File: src/rtl/uart_rx_drain_ctrl.sv
// UART receive-path sequencer: drains the RX FIFO onto a valid/ready byte stream and
// tracks occupancy for the watermark, idle-timeout and overrun interrupts.
module uart_rx_drain_ctrl #(
    parameter int DEPTH        = 16,
    parameter int LVL_W        = 5,
    parameter int TIMEOUT_BITS = 40,
    parameter int TO_W         = 6
) (
    input  logic             clk,
    input  logic             RST,
    input  logic             clk_uart,
    input  logic             rx_done,
    input  logic             fifo_empty,
    input  logic             fifo_full,
    input  logic [7:0]       fifo_q,
    output logic             fifo_rd_en,
    input  logic             drain_en,
    output logic [7:0]       dout,
    output logic             dout_valid,
    input  logic             dout_ready,
    input  logic [LVL_W-1:0] wm_level,
    input  logic [2:0]       irq_en,
    input  logic [2:0]       irq_clr,
    output logic [LVL_W-1:0] level,
    output logic [2:0]       irq_status,
    output logic             irq
);

    typedef enum logic [1:0] {
        IDLE,
        READ,
        LOAD,
        HOLD
    } state_t;

    localparam logic [LVL_W-1:0] LVL_MAX = LVL_W'(DEPTH + 1);
    localparam logic [TO_W-1:0]  TO_LAST = TO_W'(TIMEOUT_BITS - 1);
    localparam logic [TO_W-1:0]  TO_END  = TO_W'(TIMEOUT_BITS);

    state_t           state;
    logic             handshake;
    logic             rx_store;
    logic             rx_overrun;
    logic [LVL_W-1:0] level_next;
    logic [TO_W-1:0]  to_cnt;
    logic             to_clear;
    logic             to_fire;
    logic             to_sticky;
    logic             ovr_sticky;
    logic             wm_active;
    logic             unused_clr0;

    assign handshake  = dout_valid & dout_ready;
    assign rx_store   = rx_done & ~fifo_full;
    assign rx_overrun = rx_done & fifo_full;
    assign unused_clr0 = irq_clr[0];

    // A byte moving FIFO -> dout leaves the level untouched; only arrivals and consumer
    // handshakes change it, and simultaneous ones cancel.
    always_comb begin
        // NOTE: every always_comb output gets a default first so no path infers a latch.
        level_next = level;
        if (rx_store && !handshake) begin
            if (level != LVL_MAX) level_next = level + LVL_W'(1);
        end else if (handshake && !rx_store) begin
            if (level != '0) level_next = level - LVL_W'(1);
        end
    end

    assign to_clear = rx_done | handshake | (level == '0);
    assign to_fire  = ~to_clear & clk_uart & (to_cnt == TO_LAST);

    assign wm_active  = (wm_level != '0) && (level >= wm_level);
    assign irq_status = {ovr_sticky, to_sticky, wm_active};

    // Drain sequencer: one FIFO read per byte, dout held stable until the handshake.
    always_ff @(posedge clk) begin
        // NOTE: all state is updated with non-blocking assignments so every register
        // samples pre-edge values regardless of statement order.
        if (RST) begin
            state      <= IDLE;
            fifo_rd_en <= 1'b0;
            dout       <= '0;
            dout_valid <= 1'b0;
        end else begin
            fifo_rd_en <= 1'b0;
            case (state)
                IDLE: begin
                    if (drain_en && !fifo_empty && !dout_valid) begin
                        fifo_rd_en <= 1'b1;
                        state      <= READ;
                    end
                end
                READ: begin
                    state <= LOAD;
                end
                LOAD: begin
                    dout       <= fifo_q;
                    dout_valid <= 1'b1;
                    state      <= HOLD;
                end
                HOLD: begin
                    if (handshake) begin
                        dout_valid <= 1'b0;
                        state      <= IDLE;
                    end
                end
                default: begin
                    state <= IDLE;
                end
            endcase
        end
    end

    // Occupancy, idle timeout and interrupt stickies; a set event beats a clear pulse.
    always_ff @(posedge clk) begin
        if (RST) begin
            level      <= '0;
            to_cnt     <= '0;
            to_sticky  <= 1'b0;
            ovr_sticky <= 1'b0;
            irq        <= 1'b0;
        end else begin
            level <= level_next;

            // The counter parks at TIMEOUT_BITS so a cleared flag is not re-raised
            // until fresh silence follows new activity.
            if (to_clear) begin
                to_cnt <= '0;
            end else if (clk_uart && (to_cnt != TO_END)) begin
                to_cnt <= to_cnt + TO_W'(1);
            end

            to_sticky  <= to_fire    | (to_sticky  & ~irq_clr[1]);
            ovr_sticky <= rx_overrun | (ovr_sticky & ~irq_clr[2]);
            irq        <= |(irq_status & irq_en);
        end
    end

endmodule

File: config.mk
export PLATFORM = sky130hd
export DESIGN_NAME = uart_rx_drain_ctrl
export DESIGN_NICKNAME = d
export VERILOG_FILES = /design/src/rtl/uart_rx_drain_ctrl.sv
export SDC_FILE = /design/constraint.sdc
export NUM_CORES = 1
export LEC_CHECK = 0
export CORE_MARGIN = 3
export CORE_UTILIZATION = 50
export DETAILED_ROUTE_END_ITERATION = 7
export PLACE_DENSITY = 0.89
export SLEW_MARGIN = 0
export SYNTH_ARGS = -nofsm -noshare
export SYNTH_HDL_FRONTEND = slang
export SYNTH_SLANG_ARGS = --single-unit
File: constraint.sdc
create_clock -name clk -period 7.99 [get_ports clk]
set_input_delay 2.397 -clock clk [delete_from_list [all_inputs] [get_ports clk]]
set_output_delay 2.397 -clock clk [all_outputs]
set_load 0.03 [all_outputs]
* After elaboration in Yosys (flattened, before gate mapping)
Cells that the tools add are included.
** Cells by class
- Add/sub/neg operators :: 3
- Magnitude comparators :: 1
- Equal/unequal tests :: 9
- Mux-type cells :: 10
- Bitwise logic cells :: 17
- Reduce and logical (&&, ||, !) cells :: 23
** Operators with widths (number)
- two-way mux 5 bit :: 4
- nonzero test 5 bit :: 2
- one-hot mux 2 bit (4 select lines) :: 1
- AND 1 bit :: 7
- adder 6 x 1 -> 6 bit, second input constant :: 1
- equality test 6 bit, second input constant :: 1
- logical AND 1 bit :: 6
- != test 6 bit, second input constant :: 1
- nonzero test 2 bit :: 3
- adder 5 x 1 -> 5 bit, second input constant :: 1
- greater-or-equal comparator 5 bit :: 1
- logical NOT 5 bit :: 1
- != test 5 bit, second input constant :: 1
- inverter 1 bit :: 5
- subtractor 5 x 1 -> 5 bit, second input constant :: 1
- equality test 2 bit, second input constant :: 2
- logical NOT 1 bit :: 4
- two-way mux 2 bit :: 2
- != test 2 bit, second input constant :: 2
- bitwise OR 1 bit :: 4
- AND reduction 2 bit :: 2
- OR reduction 2 bit :: 2
- AND 3 bit :: 1
- AND reduction 3 bit :: 1
- other kinds (6) :: 7
** Word-level totals
- Flip-flop bits (word level) :: 26
- Input port bits :: 27
- Output and inout bits :: 19
- Word-level logic and storage cells :: 72

* Depth between registers and ports, before layout
- Depth in word-level cells :: 7
- Depth in mapped cells :: 8
- Gate-level depth less buffers :: 8

* Least setup slack after synthesis
OpenSTA, ideal clock, no wires.
- Path kind :: input-to-output
- From :: in wm_level[0]
- To :: out irq_status[0]
- Arrival :: 3.418 ns
- Data required time :: 5.593 ns
- Setup slack :: 2.175 ns
- Cell stages on the path :: 6
- Path buffers :: 1
- Cell sequence :: ha_1 > nand2b_1 > a211oi_1 > o21ai_0 > and2_1 > buf_4
** On the way
- Cells in the longest elaborated chain, start to end :: 2
- Elaborated cells between the ends (all ways) :: 3
- Classes of those cells :: 1 x order compare; 2 x reduce/logical
** RTL lines
- from (decl) :: line 21 : input logic [LVL_W-1:0] wm_level,
- greater-or-equal comparator 5 bit or nonzero test 5 bit (tied branches) :: line 73 : assign wm_active = (wm_level != '0) && (level >= wm_level);
- logical AND 1 bit * :: line 73
- to (decl) :: line 25 : output logic [2:0] irq_status,
Every way passes the cells marked *; elsewhere a longest branch is shown, timed or not.

* Worst setup path in the final report
Same ends and word-level chain as after synthesis.

==> results.md <==
* Status: completed
* Final Hold Slack at 0.499 ns
* Critical-path maximum fanout at 2
* Synth top cells by count: 26 x dfxtp_1, 18 x nor2_1, 15 x ha_1
* Setup bufs post-CTS at 0
* Skew final at just under 0.006 ns
* Post-cts sizing count at 0
* First-pass GRT wire length at around 5300 um
* Largest net degree at the start of global routing at 23
* DP Worst Slack at about 1.2 ns
* Max Slew Vio Count at 0
* Number of global-route vias before repair at 1224
* Placer Congestion at around 0.76
* Final min period at slightly below 7 ns
* Die Ht at 60.5 um
* H-tree levels at 1
* Core area at between 2000 and 3000 um2
* P_leak at around 0.77 nW
* Final hold vios at 0
* Max VDD drop at roughly 180 uV
* EDFF count, synth at 0
* Nets at around 250
* Initial DRT Pass Iterations at 4
* HPWL after DPL at about 2500 um
* CP startpoint kind: input pin
* Clock Tree Root: clkbuf_4
* Initial drt markers at 54
* Top cell type's share of synthesized area at a little over a third
* Syn avg cell area at approximately 9.2 um2
* Syn-to-layout area delta at 30.9%
* CTS Buffer Depth at 2
* Yosys cell types at 43
* Synth area leaders: dfxtp_1 35%, ha_1 13%, mux2i_1 6.1%
* Final core utilization at 69.4%
* Number of routed nets with antenna violations at 0
* Min-delay worst type: reg -> reg
* N_diodes at 0
* Setup_tns at 0 ns
* Fmax at about 150 MHz
* Vias at about 1200
* # setup viols final at 0
* RSZ-0062 raised after global routing: no
* Die width at about 61 um
* CP arrival at around 4.4 ns
* Final WS setup at roughly 1.2 ns
* Worst-Margin Slew at 0.788 ns
* Clk sink count at 26
* Avg WL per Cell at about 14 um
* GRT Overall Usage at about a fifth
* Vias/cell at approximately 5.4
* Period utilization at 84.7%
* Max_slew headroom at a little under half
* Clock transition at path regs at ~0.13 ns
* Share of cells above drive strength 1 at 5.50%
* Comb pwr share at 51.6%
* GRT overflow at 0
* Leading area contributor after synthesis: dfxtp_1
* Reg power frac at between 30% and 40%
* Switch share at slightly below 40%
* TritonCTS clock tree: built
* Most common cell in the netlist: dfxtp_1
* Critical path type: in -> out
* Mapped Cells at ~160
* Maxcap violations at 0
* Clock power share at approximately 11%
* Port buffer count at 44
* Reg2Reg Depth at 8
* Total wire length at between 3000 and 4000 um
* Depth of the worst hold-timing path at 2
* YS warnings at 0
* Skew-Pair Late Insertion Delay at 0.31 ns
* TritonCTS buffer count at 3
* Yosys reg bits at 26
* Cell Rows at 19
* Int Pwr at between 0.0002 and 0.0003 W
* P_sw at about 0.00019 W
* Sequential element share of the synthesized area at between 30% and 40%
* Post-route DRC at 0
* Power per cell area at around 240 nW/um2
* Critical Path End Type: primary output
* Synth async-reset ratio at 0%
* Post-synth top flop: dfxtp_1
* Initial Util at between 50% and 60%
* # hold bufs at CTS at 0
* CP required at around 5.6 ns
* Die footprint at roughly 3700 um2
* Syn Std Cell Area at 1490 um2
* Net Count, Synth at approximately 200
* Initial antenna violation count at 0
* Top Ports at 46
==> power by group through the flow <==
stage | clock network, W | logic (W) | registers, W
2_1_floorplan | 0 | 0.000139 | 0.000207
3_3_place_gp | 0 | 0.000232 | 0.000177
3_5_place_dp | 0 | 0.000245 | 0.000179
4_1_cts | 0.0000563 | 0.000246 | 0.000176
5_1_grt | 0.0000605 | 0.000267 | 0.000180
6_report | 0.0000529 | 0.000245 | 0.000176
==> sequential cells by signal (all words and copies together), names as in the netlist <==
| name | cells |
|---|---|
| dout | 8 |
| fifo_rd_en | 1 |
| level | 5 |
| dout_valid | 1 |
| to_cnt | 6 |
| ovr_sticky | 1 |
| to_sticky | 1 |
| irq | 1 |
| state | 2 |
==> cell families (layout without fill, tap and decap cells) <==
logic type | after synthesis | after routing | share of synthesized area [%]
xor+xnor | 7 | 7 | 4.12
simple gates | 55 | 55 | 19.0
flops | 26 | 26 | 35.0
mux | 10 | 10 | 7.07
fa+ha+maj | 16 | 16 | 14.0
compound gates | 27 | 27 | 14.9
buf+inv | 20 | 59 | 5.89
==> worst max-delay path: stages <==
cell	delay (ns)
clkdlybuf4s50_1	0.43
ha_1	0.29
nand2b_1	0.14
a211oi_1	0.21
o21ai_0	0.14
and2_1	0.17
clkdlybuf4s50_1	0.58
==> metal layers <==
metal / track usage [%] / vias to the layer above / wire length (um)
li1: - / 634 / -
met1: 21.2 / 565 / 1350
met2: 35.5 / 44 / 1570
met3: 5.74 / 0 / 217
met4: 1.86 / 0 / 0
met5: 0 / - / 0
==> through the flow <==
step | instance area (um2) | std cells | total power [W]
after floorplan | 1490 | 161 | 0.000346
after global placement | 1920 | 228 | 0.000409
after detailed placement | 1920 | 228 | 0.000424
after CTS | 1950 | 231 | 0.000479
after global routing | 1950 | 231 | 0.000507
final | 1950 | 231 | 0.000474
==> final cells by class <==
type                       count  area [um2]
multi-input combinational    115         878
fill                         227         860
sequential                    26         520
timing repair buffer          44         440
inverter                      12        45.0
tap                           31        38.8
clock buffer                   3        22.5
==> path summary, 6_finish.rpt <==
check | startpoint | endpoint | slack, ns
worst max-delay path | wm_level[0] | irq_status[0] | 1.23
worst min-delay path | to_sticky$_SDFF_PP0_ | to_sticky$_SDFF_PP0_ | 0.50
worst max register to register | dout_valid$_SDFFE_PP0P_ | level[4]$_SDFFE_PP0P_ | 5.47
worst min register to register | to_sticky$_SDFF_PP0_ | to_sticky$_SDFF_PP0_ | 0.50
==> cell usage in the layout, fill, tap and decap left out, types with 4 or more instances in the layout <==
master           count
a21oi_1              7
clkdlybuf4s50_1     44
dfxtp_1             26
ha_1                15
inv_1               12
mux2i_1              9
nand2_1              9
nor2_1              18
or3_1                4
xor2_1               4
(Power assumes the default switching activity.)
